`src/rtl/musa_pkg.sv`:
```
// musa_pkg: stage encodings, opcodes and opcode-class helpers for the MUSA stage sequencer.
package musa_pkg;
  typedef enum logic [2:0] {
    S_IFH  = 3'd0,
    S_ID   = 3'd1,
    S_EX   = 3'd2,
    S_MEM  = 3'd3,
    S_WB   = 3'd4,
    S_HALT = 3'd5
  } stage_t;
  localparam logic [5:0] OP_R_TYPE = 6'b000000;
  localparam logic [5:0] OP_ADDI   = 6'b001000;
  localparam logic [5:0] OP_SUBI   = 6'b001010;
  localparam logic [5:0] OP_ANDI   = 6'b001100;
  localparam logic [5:0] OP_ORI    = 6'b001101;
  localparam logic [5:0] OP_LW     = 6'b100011;
  localparam logic [5:0] OP_SW     = 6'b101011;
  localparam logic [5:0] OP_JR     = 6'b001011;
  localparam logic [5:0] OP_JPC    = 6'b001001;
  localparam logic [5:0] OP_BRFL   = 6'b010001;
  localparam logic [5:0] OP_HALT   = 6'b000010;
  localparam logic [5:0] OP_NOP    = 6'b000001;
  localparam logic [5:0] OP_CALL   = 6'b000011;
  localparam logic [5:0] OP_RET    = 6'b000111;
  function automatic logic is_alu(input logic [5:0] op);
    return op inside {OP_R_TYPE, OP_ADDI, OP_SUBI, OP_ANDI, OP_ORI};
  endfunction
  function automatic logic is_known(input logic [5:0] op);
    return is_alu(op) || (op inside {OP_LW, OP_SW, OP_JR, OP_JPC, OP_BRFL, OP_HALT, OP_NOP, OP_CALL, OP_RET});
  endfunction
endpackage

```
`src/rtl/musa_wait_timer.sv`:
```
// musa_wait_timer: counts consecutive wait cycles; expired flags the last allowed wait cycle.
module musa_wait_timer #(
  parameter int LIMIT = 255
) (
  input  logic clk,
  input  logic rst_n,
  input  logic clr,
  input  logic inc,
  output logic expired
);
  logic [7:0] cnt;
  always_ff @(posedge clk or negedge rst_n)
    if (!rst_n) cnt <= '0;
    else if (clr) cnt <= '0;
    else if (inc) cnt <= cnt + 8'd1;
  assign expired = cnt == 8'(LIMIT - 1);
endmodule

```
`src/rtl/musa_stage_sequencer.sv`:
```
// musa_stage_sequencer: steps each instruction IFH->ID->EX->[MEM]->[WB] and drives per-stage strobes.
module musa_stage_sequencer
  import musa_pkg::*;
#(
  parameter int MEM_TIMEOUT = 255,
  parameter int CNT_W       = 32
) (
  input  logic             clk,
  input  logic             rst_n,
  input  logic [5:0]       opcode,
  input  logic             cond_flag,
  input  logic             imem_ready,
  input  logic             dmem_ready,
  input  logic             alu_busy,
  output logic [2:0]       stage,
  output logic             imem_req,
  output logic             ir_load,
  output logic             pc_inc,
  output logic             rf_read_en,
  output logic             alu_start,
  output logic             pc_load,
  output logic             stack_push,
  output logic             stack_pop,
  output logic             dmem_req,
  output logic             dmem_we,
  output logic             rf_write_en,
  output logic             illegal_op,
  output logic             bus_error,
  output logic             halted,
  output logic [CNT_W-1:0] instret
);
  stage_t     state, nxt;
  logic [5:0] opcode_q;
  logic       ex_first, retire, timeout, waiting, expired;
  assign stage = state;
  assign waiting = (state == S_IFH && !imem_ready) || (state == S_MEM && !dmem_ready);
  musa_wait_timer #(.LIMIT(MEM_TIMEOUT)) u_timer (
    .clk(clk), .rst_n(rst_n), .clr(!waiting), .inc(waiting), .expired(expired)
  );
  // Strobes are gated by rst_n so an asserted reset silences every output at once.
  always_comb begin
    nxt = state;
    {imem_req, ir_load, pc_inc, rf_read_en, alu_start, pc_load, stack_push, stack_pop} = '0;
    {dmem_req, dmem_we, rf_write_en, illegal_op, halted, retire, timeout} = '0;
    if (rst_n)
      case (state)
        S_IFH: begin
          imem_req = 1'b1;
          {ir_load, pc_inc} = {2{imem_ready}};
          timeout = !imem_ready && expired;
          nxt = imem_ready ? S_ID : timeout ? S_HALT : S_IFH;
        end
        S_ID: begin
          rf_read_en = 1'b1;
          illegal_op = !is_known(opcode);
          retire = opcode == OP_NOP;
          nxt = opcode == OP_HALT ? S_HALT : (retire || illegal_op) ? S_IFH : S_EX;
        end
        S_EX: begin
          if (is_alu(opcode_q)) begin
            alu_start = ex_first;
            nxt = alu_busy ? S_EX : S_WB;
          end else if (opcode_q == OP_LW || opcode_q == OP_SW) begin
            alu_start = 1'b1;
            nxt = S_MEM;
          end else begin
            pc_load = opcode_q == OP_BRFL ? cond_flag : 1'b1;
            stack_push = opcode_q == OP_CALL;
            stack_pop = opcode_q == OP_RET;
            retire = 1'b1;
            nxt = S_IFH;
          end
        end
        S_MEM: begin
          dmem_req = 1'b1;
          dmem_we = opcode_q == OP_SW;
          retire = dmem_ready && dmem_we;
          timeout = !dmem_ready && expired;
          nxt = dmem_ready ? (dmem_we ? S_IFH : S_WB) : timeout ? S_HALT : S_MEM;
        end
        S_WB: begin
          rf_write_en = 1'b1;
          retire = 1'b1;
          nxt = S_IFH;
        end
        default: halted = 1'b1;
      endcase
  end
  always_ff @(posedge clk or negedge rst_n)
    if (!rst_n) begin
      state <= S_IFH;
      opcode_q <= '0;
      ex_first <= 1'b0;
      instret <= '0;
      bus_error <= 1'b0;
    end else begin
      state <= nxt;
      if (state == S_ID) opcode_q <= opcode;
      ex_first <= nxt == S_EX && state != S_EX;
      if (retire) instret <= instret + CNT_W'(1);
      if (timeout) bus_error <= 1'b1;
    end
endmodule

```
`config.mk`:
```
export PLATFORM = sky130hd
export DESIGN_NAME = musa_stage_sequencer
export DESIGN_NICKNAME = d
export VERILOG_FILES = /design/src/rtl/musa_pkg.sv /design/src/rtl/musa_wait_timer.sv /design/src/rtl/musa_stage_sequencer.sv
export SDC_FILE = /design/constraint.sdc
export NUM_CORES = 1
export LEC_CHECK = 0
export ABC_AREA = 1
export CAP_MARGIN = 20
export CORE_MARGIN = 3
export CORE_UTILIZATION = 58
export DETAILED_ROUTE_END_ITERATION = 16
export PLACE_DENSITY = 0.86
export SETUP_SLACK_MARGIN = 0.1
export SLEW_MARGIN = 5
export SYNTH_ARGS = -nofsm -noshare
export SYNTH_HDL_FRONTEND = slang
export SYNTH_HIERARCHICAL = 1
export SYNTH_SLANG_ARGS = --single-unit
```
`constraint.sdc`:
```
create_clock -name clk -period 2.9 [get_ports clk]
set_input_delay 0.58 -clock clk [delete_from_list [all_inputs] [get_ports clk]]
set_output_delay 0.58 -clock clk [all_outputs]
set_load 0.05 [all_outputs]
```
Yosys cells after proc, flatten, opt, wreduce, memory -nomap -nowiden. Cells that the tools add are included.

Register bits: 51. Bits of input ports: 12. Output and inout bits: 49. Logic and storage cells: 109.

Add/subtract/negate cells: 2. Eq/ne operators: 29. Muxes and demuxes: 52. Reductions and logical operators: 20.

Operators by type and width (number): 6-bit by 4-bit equality test with 1-bit output (second input constant) (10); 1-bit two-way mux (37); 32-bit by 1-bit adder with 32-bit output (second input constant) (1); 3-bit two-way mux (9); 6-bit equality test (second input constant) (4); 6-bit by 2-bit equality test with 1-bit output (second input constant) (3); 3-bit one-hot mux with 5 select lines (1); 6-bit by 3-bit equality test with 1-bit output (second input constant) (2); 6-bit by 5-bit equality test with 1-bit output (second input constant) (2); 6-bit zero test (2); 5-bit nonzero test (2); 3-bit by 2-bit equality test with 1-bit output (second input constant) (3); 9-bit nonzero test (1); 8-bit by 1-bit adder with 8-bit output (second input constant) (1); 8-bit equality test (second input constant) (1); 8-bit two-way mux (1); 6-bit by 1-bit equality test with 1-bit output (second input constant) (1); 1-bit logical AND (6); 5-bit OR reduction (1); 1-bit logical OR (4); 2-bit two-way mux (2); 1-bit one-hot mux with 4 select lines (1); 3-bit by 1-bit equality test with 1-bit output (second input constant) (1); 3-bit equality test (second input constant) (1); 4 further kinds (6).

Depth between registers and ports, before layout. Gate-level depths: netlist of run 1.

Depth after elaboration: 11. Mapped depth: 13. Gate-level depth less buffers: 13.

Modules after synthesis. The synthesis of run 1 kept the hierarchy.

By module, submodules not included: musa_stage_sequencer (instances 1, cells each 464, area an instance 3036.7 um^2, sequential area each 1076.0 um^2); musa_wait_timer (instances 1, cells each 59, area an instance 466.7 um^2, sequential area each 200.2 um^2).

Worst setup path before layout of run 1. Ideal clock, no wire load.

Path kind: register to output. From: reg state[2], in the netlist stage[2]. To: out stack_push. Arrival: 2.653 ns. Required time: 2.320 ns. Path slack: -0.333 ns. Cell stages (with the launch flop): 6. Path buffers: 0. Path through: dfrtp_1 -> inv_2 -> nand2_1 -> nor3_1 -> nand3_1 -> nor4_1.

Word-level cells in the longest chain between the ends: 3.

Ends and longest elaborated chain: start, declared (line musa_stage_sequencer.sv:32) `stage_t state, nxt;`; start signal, assigned (line musa_stage_sequencer.sv:97) `state <= nxt;`; 3-bit by 2-bit equality test with 1-bit output (line musa_stage_sequencer.sv:46) `case (state)`; 1-bit two-way mux (line musa_stage_sequencer.sv:46); 1-bit two-way mux (line musa_stage_sequencer.sv:45) `if (rst_n)`; end, declared (line musa_stage_sequencer.sv:22) `output logic stack_push,`.

Every way passes these cells.

Worst setup path in the final report of run 1.
From: reg state[2], in the netlist stage[2]. To: out illegal_op.

Word-level cells in the longest chain between the ends: 3.

Ends and longest elaborated chain: 3-bit by 1-bit equality test with 1-bit output (line musa_stage_sequencer.sv:46); 1-bit two-way mux (line musa_stage_sequencer.sv:46); 1-bit two-way mux (line musa_stage_sequencer.sv:45); end, declared (line musa_stage_sequencer.sv:27) `output logic illegal_op,`.

Every way passes these cells.

==> flow_summary.toml, run 1 <==
[clocking]
cts_resized = 0
postCtsSetupRepairBufs = 0
cts_buffers = 5
cts.clk_slew.worst_paths_ns = 0.09
cts.sinks = 51
cts_root_buffer = "clkbuf_8"
cts_hold_buf = 0
cts.path.max_buffers = 2
cts_max_level = 2
clock_latency_ns = 0.31
cts_tree = "yes"

[cells_and_area]
final_nets = 596
area_growth_pct = 25.4
final_common_cell = "nand2_1"
fin_cells = 653
drive_above_1_share_pct = 8.78
n_antenna_cell = 0
final_cell_mix = "nand2_1 (174), nor2_1 (73), nand3_1 (57)"

[floorplan]
die_x_um = 83.7
ios = 61
core_sq_mm = 0.00568
initial_core_util_pct = 61.7
die_area_sq_mm = 0.00701
num_rows = 27
die_h_um = 83.7

[sta]
setup_tns_ns = 0
slew_viol_final = 0
report.final.setup_viol = 0
rsz0062_at_grt = "false"
worst_pin_slew_ns = 0.931
skew_ns = 0.00802
fin_crit_sh_pct = 86.4
period_needed_ns = 2.51
hold_viol_final = 0
fmax_mhz = 399
relSlewSlack_pct = 37.9

[setup_path]
end_kind = "output pin"
start_kind = "register"
crit_type = "reg2out"
worstPathRequired_ns = 2.32
arrival_ns = 1.93
cp_max_fo = 15

[drt]
first_pass_iters = 5
final_antenna_net_count = 0
route.detailed.drc = 0
routedWlPerCell_um = 14.3
via_per_inst = 5.58
wl_mm = 9.31
vias = 3642
drt_iter0_drc = 334

[synthesis]
synth_fp_nets = 538
ys_ff_latch = 51
syn_inst = 523
synth_area_sq_mm = 0.00350
async_reset_ff_share_pct = 100
avgSynthCellArea_sq_um = 6.70
yosysSeqAreaShare_pct = 36.4
synth_cell_types = 31
synth_ff_type = "dfrtp_1"
yosysWarnings = 6
synth-edff-count = 0

[global_routing]
grt_pass1_vias = 3388
grt_pass1_wl_mm = 16.0
grt_max_degree = 83
gr-usage-all-layers_pct = 27.4
overflow = 0
grt_antenna_before_repair = 0

[hold_path]
hold_path.class = "reg2reg"

[run]
maxCapViolCount = 0

[power]
peakVddDrop_uv = 667
p_per_area_mw_per_mm2 = 626
p_leak_nw = 2.03

[placement]
gp_congestion = 0.954
post-place-cells = 646
placement.io_buffers = 60
hpwl_mm = 6.99

[status]
status = "finished, final reports clean"
## registers in the layout, summed over array words and instances (netlist names)
signal and cells:
ex_first 1, u_timer/cnt 8, opcode_q 6, bus_error 1
instret 32, stage 3
## synthesized netlist by cell type (2+ instances only)
master | number | share of area [%]
nand2_1 | 174 | 19
nor2_1 | 74 | 7.9
nand3_1 | 57 | 8.1
dfrtp_1 | 51 | 36
inv_1 | 50 | 5.4
nor3_1 | 15 | 2.1
o21ai_0 | 14 | 2.0
xor2_1 | 12 | 3.0
nand4_1 | 11 | 2.0
a21oi_1 | 10 | 1.4
nand3b_1 | 7 | 1.5
xnor2_1 | 7 | 1.8
clkbuf_1 | 5 | 0.54
nand2_2 | 4 | 0.71
nor2_4 | 4 | 1.3
buf_6 | 3 | 0.96
ha_1 | 3 | 1.1
inv_2 | 3 | 0.32
o21ai_2 | 3 | 0.75
buf_2 | 2 | 0.29
nand3_2 | 2 | 0.57
nand3_4 | 2 | 1.0
nor4_1 | 2 | 0.36
## path summary, 6_finish.rpt
kind                       slack, ns  cells after the start        endpoint       from
max                             0.39                      6      illegal_op   stage[2]
min                             0.50                      1       bus_error  bus_error
max reg2reg                     0.85                      8  u_timer/cnt[2]   stage[0]
min reg2reg                     0.50                      1       bus_error  bus_error
max in group asynchronous       1.78                      2     opcode_q[0]      rst_n
min in group asynchronous       0.51                      2  u_timer/cnt[5]      rst_n
## per-layer routing
metal	vias to the layer above	GRT usage (%)	part of all wire, %
met5	-	0	0
li1	1778	-	-
met4	0	5.99	0.93
met2	153	44.6	48
met1	1701	37.8	44
met3	10	5.63	7.3
## worst max-delay path: stages (launching register included)
cell and delay, ns:
dfrtp_1 0.48, inv_2 0.17, nand3_2 0.26, nor2_2 0.27
nand2_1 0.10, a21oi_2 0.17, buf_12 0.16
## cells by family (layout without fill, tap and decap cells)
logic type | Yosys count | count (layout) | share of synthesized area (%)
flops | 51 | 51 | 36.4
compound gates | 29 | 29 | 4.79
buf+inv | 65 | 123 | 7.82
xor+xnor | 19 | 19 | 4.75
fa+ha+maj | 3 | 3 | 1.07
simple gates | 356 | 356 | 45.1
## through the flow
stage	utilization, %	worst slack (ns)	instance area [sq um]	hold WS (ns)	power, mW
after floorplan	-	0.227	3530	0.284	1.84
after global placement	75.6	0.546	4290	0.471	2.21
after detailed placement	75.6	0.485	4290	0.481	2.26
after CTS	77.4	0.399	4390	0.501	2.75
after global routing	77.4	0.252	4390	0.531	2.91
final	77.4	0.395	4390	0.500	2.75
## where the power goes
part / leakage (nW) / switching, mW / internal (mW) / total (mW)
combinational: 1.29 / 0.864 / 0.399 / 1.26
clock: 0.0513 / 0.238 / 0.253 / 0.491
sequential: 0.689 / 0.172 / 0.823 / 0.995
## area by class of cell
cell class / count / area [sq um]
sequential: 51 / 1280
inverter: 54 / 204
multi-input combinational: 407 / 1980
fill: 433 / 1280
timing repair buffer: 62 / 741
clock buffer: 6 / 72.6
tap: 72 / 90.1
clock inverter: 1 / 30.0
Note: power is estimated with default switching activity, not from simulation.
==> run 2, diff against run 1 <==
--- a/config.mk
+++ b/config.mk
@@ -12,7 +12,6 @@
 export DETAILED_ROUTE_END_ITERATION = 16
 export PLACE_DENSITY = 0.86
 export SETUP_SLACK_MARGIN = 0.1
-export SLEW_MARGIN = 5
 export SYNTH_ARGS = -nofsm -noshare
 export SYNTH_HDL_FRONTEND = slang
 export SYNTH_HIERARCHICAL = 1
==> results of run 2 <==
Same layout as run 1: the final DEF is identical, and so are final timing and power.
==> run 3, diff against run 2 <==
--- a/config.mk
+++ b/config.mk
@@ -7,7 +7,7 @@
 export LEC_CHECK = 0
 export ABC_AREA = 1
 export CAP_MARGIN = 20
-export CORE_MARGIN = 3
+export CORE_MARGIN = 2
 export CORE_UTILIZATION = 58
 export DETAILED_ROUTE_END_ITERATION = 16
 export PLACE_DENSITY = 0.86
==> flow_summary.toml, run 3 (same netlist as run 1, synthesis figures left out) <==
[cells_and_area]
largest-register = "instret"
final_cell_mix = "nand2_1 (174), nor2_1 (73), nand3_1 (57)"
fillers = 469
fin_cells = 657
largestRegisters = "instret: 32 flops, u_timer/cnt: 8 flops, opcode_q: 6 flops"
n_antenna_cell = 0
final_util_pct = 75.0
area_growth_pct = 26.0
fin_area_sq_mm = 0.00441
largest_reg_flops = 32
final_common_cell = "nand2_1"
drive_above_1_share_pct = 9.11
final_nets = 596

[power]
p_leak_nw = 2.04
p_per_area_mw_per_mm2 = 624
power_mw = 2.75
peakVddDrop_uv = 571

[setup_path]
reg2regPathDepth = 10
start_kind = "register"
worstPathRequired_ns = 2.32
slowest_delay_ns = 0.49
crit_type = "reg2out"
worst-path-buf-inv = 2
regToRegSetupSlack_ns = 0.91
r2r-end = "u_timer/cnt[2]"
cp_max_fo = 8
crit_path_top_delay_cell = "dfrtp_1"
path_cells = "inv_2 > nand2_1 > nor3_1 > nand3_1 > nor4_2 > buf_12"
end_kind = "output pin"
arrival_ns = 1.95
worstReg2RegStart = "stage[2]"
cp_top_family = "simple AND/OR/NAND/NOR gates"

[drt]
routedWlPerCell_um = 13.6
drt_iter0_drc = 323
via_per_inst = 5.46
final_antenna_net_count = 0
first_pass_iters = 5
wl_mm = 8.97
vias = 3584
route.detailed.drc = 0

[clocking]
cts_max_level = 2
cts_tree = "yes"
cts_hold_buf = 0
cts_root_buffer = "clkbuf_8"
cts_buffers = 5
cts_resized = 0
clock_latency_ns = 0.32
cts.sinks = 51
cts.path.max_buffers = 2
cts.clk_slew.worst_paths_ns = 0.11
postCtsSetupRepairBufs = 0

[sta]
setup_tns_ns = 0
hold_viol_final = 0
slew_viol_final = 0
rsz0062_at_grt = "false"
period_needed_ns = 2.53
hold_slack_ns = 0.509
report.final.setup_viol = 0
worst_pin_slew_ns = 0.929
skew_ns = 0.0147
fin_crit_sh_pct = 87.1
relSlewSlack_pct = 38.0
fmax_mhz = 396
setup_ws_ns = 0.374

[placement]
placement.io_buffers = 60
gp_congestion = 0.919
pre_cts_slack_ns = 0.491
post_dp_cell_area_sq_mm = 0.00430
hpwl_mm = 6.58
post-place-cells = 649

[floorplan]
die_x_um = 81.7
core_sq_mm = 0.00589
initial_core_util_pct = 59.5
num_rows = 28
ios = 61
die_area_sq_mm = 0.00668
die_h_um = 81.7

[status]
status = "finished, final reports clean"

[global_routing]
grt_max_degree = 83
grt_antenna_before_repair = 0
overflow = 0
gr-usage-all-layers_pct = 27.3
grt_pass1_wl_mm = 14.3
grt_pass1_vias = 3278

[run]
maxCapViolCount = 0

[hold_path]
hold_path.class = "in2async"
==> run 3: worst register-to-register path: cells and delay by family, from the launching register on <==
| kind | cells | cell delay [ns] |
|---|---|---|
| buf+inv | 3 | 0.35 |
| compound gates | 2 | 0.23 |
| simple gates | 5 | 0.81 |
| flops | 1 | 0.49 |
==> run 3: worst max path at each step <==
stage | cells past startpoint | end | slack [ns] | start
floorplan | 5 | stack_push | 0.23 | stage[2]
global placement | 8 | illegal_op | 0.54 | opcode[1]
detailed placement | 8 | illegal_op | 0.49 | opcode[1]
CTS | 6 | stack_push | 0.39 | stage[2]
global route | 6 | stack_push | 0.24 | stage[2]
finish | 6 | stack_push | 0.37 | stage[2]
==> run 3: power by group <==
| group | internal [mW] | switching (mW) |
|---|---|---|
| Combinational | 0.399 | 0.836 |
| Clock | 0.260 | 0.260 |
| Sequential | 0.823 | 0.173 |
==> run 3: metal layers <==
metal | routed length (um) | vias up | track usage, %
met5 | 0 | - | 0
met4 | 187 | 0 | 11.2
met3 | 543 | 21 | 5.27
met2 | 4480 | 138 | 46.6
met1 | 3760 | 1641 | 33.9
li1 | - | 1784 | -
==> run 3: final cells by class <==
class                      count  area [sq um]  share of cell area [%]
multi-input combinational    407          1980                    44.9
sequential                    51          1280                    28.9
timing repair buffer          62           743                    16.8
inverter                      54           204                    4.62
tap                           75          93.8                    2.13
clock buffer                   5          68.8                    1.56
clock inverter                 3          46.3                    1.05
